--- src/rtl/ecc_apb_pkg.sv ---
`default_nettype none
// ============================================================================
//  Module      : ecc_apb_pkg
//  Description : Shared definitions for the ECC APB register slave:
//                register addresses, CTRL / CODEWORD_WIDTH encodings and the
//                APB FSM state type.
//  Revision    : 1.0 - initial release
// ============================================================================
package ecc_apb_pkg;

    // Register byte addresses (full-address match)
    localparam logic [31:0] c_ADDR_CTRL     = 32'h0000_0000;
    localparam logic [31:0] c_ADDR_DATA_IN  = 32'h0000_0004;
    localparam logic [31:0] c_ADDR_CW_WIDTH = 32'h0000_0008;
    localparam logic [31:0] c_ADDR_NOISE    = 32'h0000_000C;

    // CTRL register encoding
    typedef enum logic [1:0] {
        CTRL_ENCODE = 2'd0,
        CTRL_DECODE = 2'd1,
        CTRL_FULL   = 2'd2,
        CTRL_RSVD   = 2'd3
    } ctrl_e;

    // CODEWORD_WIDTH register encoding
    typedef enum logic [1:0] {
        CW_8BIT  = 2'd0,
        CW_16BIT = 2'd1,
        CW_32BIT = 2'd2,
        CW_RSVD  = 2'd3
    } cw_width_e;

    // APB slave FSM
    typedef enum logic [1:0] {
        ST_IDLE   = 2'd0,
        ST_SETUP  = 2'd1,
        ST_ACCESS = 2'd2,
        ST_WAIT   = 2'd3
    } apb_state_e;

endpackage : ecc_apb_pkg
`default_nettype wire

--- src/rtl/ecc_apb_slave.sv ---
`default_nettype none
// ============================================================================
//  Module      : ecc_apb_slave
//  Description : APB register slave for an ECC core. Holds CTRL, DATA_IN,
//                CODEWORD_WIDTH and NOISE, issues a one-cycle start pulse on
//                a valid CTRL write and tracks busy until operation_done.
//                Writes arriving while busy are stalled (pready=0) until the
//                core completes.
//  Ports       : clk, rst (sync, active-high)
//                APB  : paddr, psel, penable, pwrite, pwdata -> prdata,
//                       pready, pslverr
//                Core : ctrl, codeword_width, data_in, noise, start, busy
//                       <- operation_done
//  Config      : define ECC_APB_PSLVERR_EN to flag unmapped accesses and
//                CTRL writes of value 3 on pslverr; otherwise pslverr is 0.
//  Revision    : 1.0 - initial release
// ============================================================================
module ecc_apb_slave
    import ecc_apb_pkg::*;
#(
    parameter int AMBA_WORD       = 32,
    parameter int AMBA_ADDR_WIDTH = 20,
    parameter int DATA_WIDTH      = 32
) (
    input  logic                       clk,
    input  logic                       rst,
    input  logic [AMBA_ADDR_WIDTH-1:0] paddr,
    input  logic                       psel,
    input  logic                       penable,
    input  logic                       pwrite,
    input  logic [AMBA_WORD-1:0]       pwdata,
    output logic [AMBA_WORD-1:0]       prdata,
    output logic                       pready,
    output logic                       pslverr,
    output logic [1:0]                 ctrl,
    output logic [1:0]                 codeword_width,
    output logic [DATA_WIDTH-1:0]      data_in,
    output logic [DATA_WIDTH-1:0]      noise,
    output logic                       start,
    input  logic                       operation_done,
    output logic                       busy
);

    apb_state_e            r_state;
    logic [1:0]            r_ctrl;
    logic [1:0]            r_cw;
    logic [DATA_WIDTH-1:0] r_data_in;
    logic [DATA_WIDTH-1:0] r_noise;
    logic [AMBA_WORD-1:0]  r_prdata;
    logic                  r_pready;
    logic                  r_pslverr;
    logic                  r_start;
    logic                  r_busy;

    logic                  w_sel_ctrl;
    logic                  w_sel_data;
    logic                  w_sel_cw;
    logic                  w_sel_noise;
    logic                  w_mapped;
    logic                  w_setup;
    logic                  w_access;
    logic                  w_commit;
    logic                  w_ctrl_go;
    logic                  w_err;
    logic [AMBA_WORD-1:0]  w_rdata;

    // ------------------------------------------------------------------------
    // Address decode and read mux
    // ------------------------------------------------------------------------
    always_comb begin
        w_sel_ctrl  = (paddr == AMBA_ADDR_WIDTH'(c_ADDR_CTRL));
        w_sel_data  = (paddr == AMBA_ADDR_WIDTH'(c_ADDR_DATA_IN));
        w_sel_cw    = (paddr == AMBA_ADDR_WIDTH'(c_ADDR_CW_WIDTH));
        w_sel_noise = (paddr == AMBA_ADDR_WIDTH'(c_ADDR_NOISE));
        w_mapped    = w_sel_ctrl | w_sel_data | w_sel_cw | w_sel_noise;

        w_rdata = '0;
        if (w_sel_ctrl)  w_rdata = AMBA_WORD'(r_ctrl);
        if (w_sel_data)  w_rdata = AMBA_WORD'(r_data_in);
        if (w_sel_cw)    w_rdata = AMBA_WORD'(r_cw);
        if (w_sel_noise) w_rdata = AMBA_WORD'(r_noise);
    end

    assign w_setup  = psel & ~penable;
    assign w_access = psel & penable;
    // r_pready is only ever high in SETUP or a released WAIT, so this is the
    // single write-commit point regardless of which path got us here.
    assign w_commit = w_access & r_pready & pwrite;
    // Only a CTRL write with a legal operation and a legal width launches.
    assign w_ctrl_go = (pwdata[1:0] != CTRL_RSVD) && (r_cw != CW_RSVD);

`ifdef ECC_APB_PSLVERR_EN
    assign w_err = ~w_mapped | (pwrite & w_sel_ctrl & (pwdata[1:0] == CTRL_RSVD));
`else
    assign w_err = 1'b0;
`endif

    // ------------------------------------------------------------------------
    // Register file, start/busy and APB FSM
    // ------------------------------------------------------------------------
    always_ff @(posedge clk) begin
        if (rst) begin
            r_state   <= ST_IDLE;
            r_ctrl    <= '0;
            r_cw      <= '0;
            r_data_in <= '0;
            r_noise   <= '0;
            r_prdata  <= '0;
            r_pready  <= 1'b0;
            r_pslverr <= 1'b0;
            r_start   <= 1'b0;
            r_busy    <= 1'b0;
        end else begin
            r_start <= 1'b0;

            // A launch cannot coincide with a busy operation (writes stall),
            // so launch and completion never conflict in practice.
            if (w_commit && w_sel_ctrl && w_ctrl_go) begin
                r_busy <= 1'b1;
            end else if (operation_done) begin
                r_busy <= 1'b0;
            end

            if (w_commit) begin
                if (w_sel_ctrl) begin
                    r_ctrl  <= pwdata[1:0];
                    r_start <= w_ctrl_go;
                end
                if (w_sel_data)  r_data_in <= pwdata[DATA_WIDTH-1:0];
                if (w_sel_cw)    r_cw      <= pwdata[1:0];
                if (w_sel_noise) r_noise   <= pwdata[DATA_WIDTH-1:0];
            end

            case (r_state)
                ST_IDLE, ST_ACCESS: begin
                    // penable without a setup phase is simply ignored here
                    if (w_setup) begin
                        if (pwrite && r_busy) begin
                            r_state  <= ST_WAIT;
                            r_pready <= 1'b0;
                        end else begin
                            r_state   <= ST_SETUP;
                            r_pready  <= 1'b1;
                            r_pslverr <= w_err;
                            r_prdata  <= pwrite ? '0 : w_rdata;
                        end
                    end else if (!psel) begin
                        r_state <= ST_IDLE;
                    end
                end
                ST_SETUP: begin
                    // Zero-wait access phase: always finishes this cycle
                    r_pready  <= 1'b0;
                    r_pslverr <= 1'b0;
                    r_prdata  <= '0;
                    r_state   <= w_access ? ST_ACCESS : ST_IDLE;
                end
                ST_WAIT: begin
                    if (!psel) begin
                        r_state   <= ST_IDLE;
                        r_pready  <= 1'b0;
                        r_pslverr <= 1'b0;
                    end else if (r_pready) begin
                        r_state   <= w_access ? ST_ACCESS : ST_IDLE;
                        r_pready  <= 1'b0;
                        r_pslverr <= 1'b0;
                    end else if (!r_busy || operation_done) begin
                        // Core finished: release the stalled write next cycle
                        r_pready  <= 1'b1;
                        r_pslverr <= w_err;
                    end
                end
                default: r_state <= ST_IDLE;
            endcase
        end
    end

    assign prdata         = r_prdata;
    assign pready         = r_pready;
    assign pslverr        = r_pslverr;
    assign ctrl           = r_ctrl;
    assign codeword_width = r_cw;
    assign data_in        = r_data_in;
    assign noise          = r_noise;
    assign start          = r_start;
    assign busy           = r_busy;

endmodule : ecc_apb_slave
`default_nettype wire

--- config.mk ---
export PLATFORM = sky130hd
export DESIGN_NAME = ecc_apb_slave
export DESIGN_NICKNAME = d
export VERILOG_FILES = /design/src/rtl/ecc_apb_pkg.sv /design/src/rtl/ecc_apb_slave.sv
export SDC_FILE = /design/constraint.sdc
export NUM_CORES = 1
export LEC_CHECK = 0
export CAP_MARGIN = 20
export CORE_MARGIN = 1
export CORE_UTILIZATION = 27
export CTS_BUF_LIST = sky130_fd_sc_hd__clkbuf_8
export DETAILED_ROUTE_END_ITERATION = 10
export HOLD_SLACK_MARGIN = 0.03
export MAX_ROUTING_LAYER = met4
export PLACE_DENSITY = 0.53
export SLEW_MARGIN = 30
export SYNTH_ARGS = -nofsm -noshare
export SYNTH_HDL_FRONTEND = slang
export SYNTH_SLANG_ARGS = --single-unit
--- constraint.sdc ---
create_clock -name clk -period 2.8 [get_ports clk]
set_input_delay 0.28 -clock clk [delete_from_list [all_inputs] [get_ports clk]]
set_output_delay 0.28 -clock clk [all_outputs]
set_load 0.02 [all_outputs]
==> qor.yml <==
status: "finished clean"
initialDrtViolationCount: 270
cp-startpoint: "paddr[18]"
synthFlopType: "dfxtp_1"
cts_tree: "done"
firstDrtPassIters: 4
drive_gt1_share_pct: 7.442
multi_input_area_um2: 1989
setup_viol: 0
num_rows: 46
crit_required_ns: 3.12
syn_nets: 555
ff2ff_path_depth: 5
antenna_cells: 0
coreArea_um2: 16000
fillers: 1643
nets: 698
syn_avg_cell_area_um2: 8.950
regToRegSetupSlack_ns: 1.16
viasPerCell: 4.961
die_h_um: 130.4
setup_tns_ns: 0
r2r-start: "pready"
drcViolationCount: 0
max_stage_delay_ns: 0.49
async_reset_ff_share_pct: 0
grt_pass1_vias: 4212
maxSlewViolCount: 0
via_count: 4271
grt-ovfl-total: 0
ir_worst_vdd_mv: 0.1933
design_power_total_mw: 2.703
drv_cap: 0
syn_inst: 497
syn_area_um2: 4448
gp_congestion: 0.7337
arrival_ns: 2.20
min_path_cells: 3
grt_pass1_wl_um: 22460
dp.cells: 845
track_usage_pct: 17.94
antenna_found_initial: 0
min_delay_worst_endpoint: "prdata[25]"
power_density_nw_per_um2: 426.5
path_cells: "clkdlybuf4s50_1 > nor4_2 > and4_4 > buf_4 > nand3_1 > a21oi_1"
synth-seq-cells: 105
yosysWarnings: 0
synth_commonest_cells: "105 x dfxtp_1, 93 x o21ai_0, 68 x a21oi_1"
numCtsBuffers: 9
holdWs_ns: 0.4486
ys_top_cells_by_area: "dfxtp_1 47%, o21ai_0 10%, a21oi_1 7.7%"
cts.repair.resized: 0
io_buffers: 160
dieArea_um2: 16990
ant_nets: 0
yosys.area.top_type: "dfxtp_1"
regArea_um2: 2102
rsz0062_at_grt: "no"
finalClockSkew_ns: 0.006752
leakagePower_nw: 2.115
dp_hpwl_um: 9768
min_from: "paddr[3]"
die_w_um: 130.4
critPathCaptureType: "register"
cts_buffer_depth: 2
slew_headroom_pct: 45.09
start_kind: "primary input"
synth-seq-area-share_pct: 47.26
synth_most_common_cell: "dfxtp_1"
ys_types: 35
finalHoldViolCount: 0
fin_crit_sh_pct: 67.44
wl_per_cell_um: 16.80
clock.fmax_mhz: 529.6
htree_levels: 3
clk_pin_slew_ns: 0.10
final_cell_count_no_fill: 861
syn2layout_area_growth_pct: 42.50
wirelength_um: 14470
clk_latency_ns: 0.38
cts_setup_buffers: 0
synth-edff-count: 0
hold_class: "primary input to register"
cts_sinks: 105
ios: 162
synth_top_area_share_pct: 47.26
initial_core_util_pct: 27.80
worst_slew_pin_slew_ns: 0.8236
critical_path.max_fanout: 38
slowest_stage: "nor4_2"
cts_hold_buf: 0
critPathKind: "primary input to register"
cts_root_buf: "clkbuf_8"
grt_max_degree: 77
min_period_ns: 1.888
worstReg2RegEnd: "ctrl[1]"
through the flow:
stage               setup slack [ns]  util, %  area, um^2
detailed placement            0.5282    38.27        6123
CTS                           0.9492    39.62        6339
finish                        0.9116    39.62        6339
global route                  0.7713    39.62        6339
floorplan                      1.312        -        4448
global placement              0.6111    38.27        6123
cells by family (layout without fill, tap and decap cells):
family / Yosys count / after routing / share of synthesized area (%)
AOI/OAI and AO/OA: 170 / 170 / 19.61
buffers and inverters: 51 / 199 / 8.270
DFF: 105 / 105 / 47.26
muxes: 36 / 36 / 8.664
other: 1 / 1 / 0.08431
and+or+nand+nor: 134 / 134 / 16.12
power breakdown:
part,internal [mW],total [mW],switching (mW)
logic,0.0990,0.186,0.0866
clock network,0.487,1.02,0.533
registers,1.49,1.50,0.00280
critical path, delay by kind of cell:
family	cells	cell delay (ns)
and+or+nand+nor	3	0.95
AOI/OAI and AO/OA	1	0.16
buffers and inverters	2	0.79
how the worst max path moves through the flow:
stage	endpoint	slack (ns)	depth (start not counted)
4_1_cts	data_in[22]	0.95	6
6_report	data_in[22]	0.91	6
3_5_place_dp	data_in[22]	0.53	6
2_1_floorplan	data_in[2]	1.31	6
3_3_place_gp	data_in[16]	0.61	6
5_1_grt	noise[18]	0.77	6
metal layers:
metal  track usage, %  vias up  routed length [um]
met5                -        -                   0
met4            4.868        0                 197
met3            4.551       15                 769
met2            30.51      143                7161
met1            20.91     2053                6339
li1                 -     2060                   -
placed cells by master, fill, tap and decap left out, types with 6 or more instances in the layout:
master | Yosys | layout
mux2i_1 | 34 | 34
dfxtp_1 | 105 | 105
clkbuf_8 | 2 | 12
a21oi_1 | 68 | 68
o21ai_0 | 93 | 93
clkdlybuf4s50_1 | 0 | 158
nand2b_1 | 6 | 6
nand2_1 | 38 | 38
buf_4 | 1 | 18
nand3_1 | 64 | 64
registers in the layout, indices dropped and copies added, names as in the netlist:
register and flops:
noise 32, codeword_width 2, start 1, data_in 32
pready 1, ctrl 2, r_state 2, prdata 32
busy 1
area by class of cell:
class / instances / area share [%]
inverters: 4 / 0.2369
flip-flops and latches: 105 / 33.16
multi-input cells: 341 / 31.39
well taps: 216 / 4.264
clock buffers: 12 / 2.606
clock inverters: 4 / 0.7896
repair buffers: 179 / 27.56
Power figures use the tool's default switching activity.
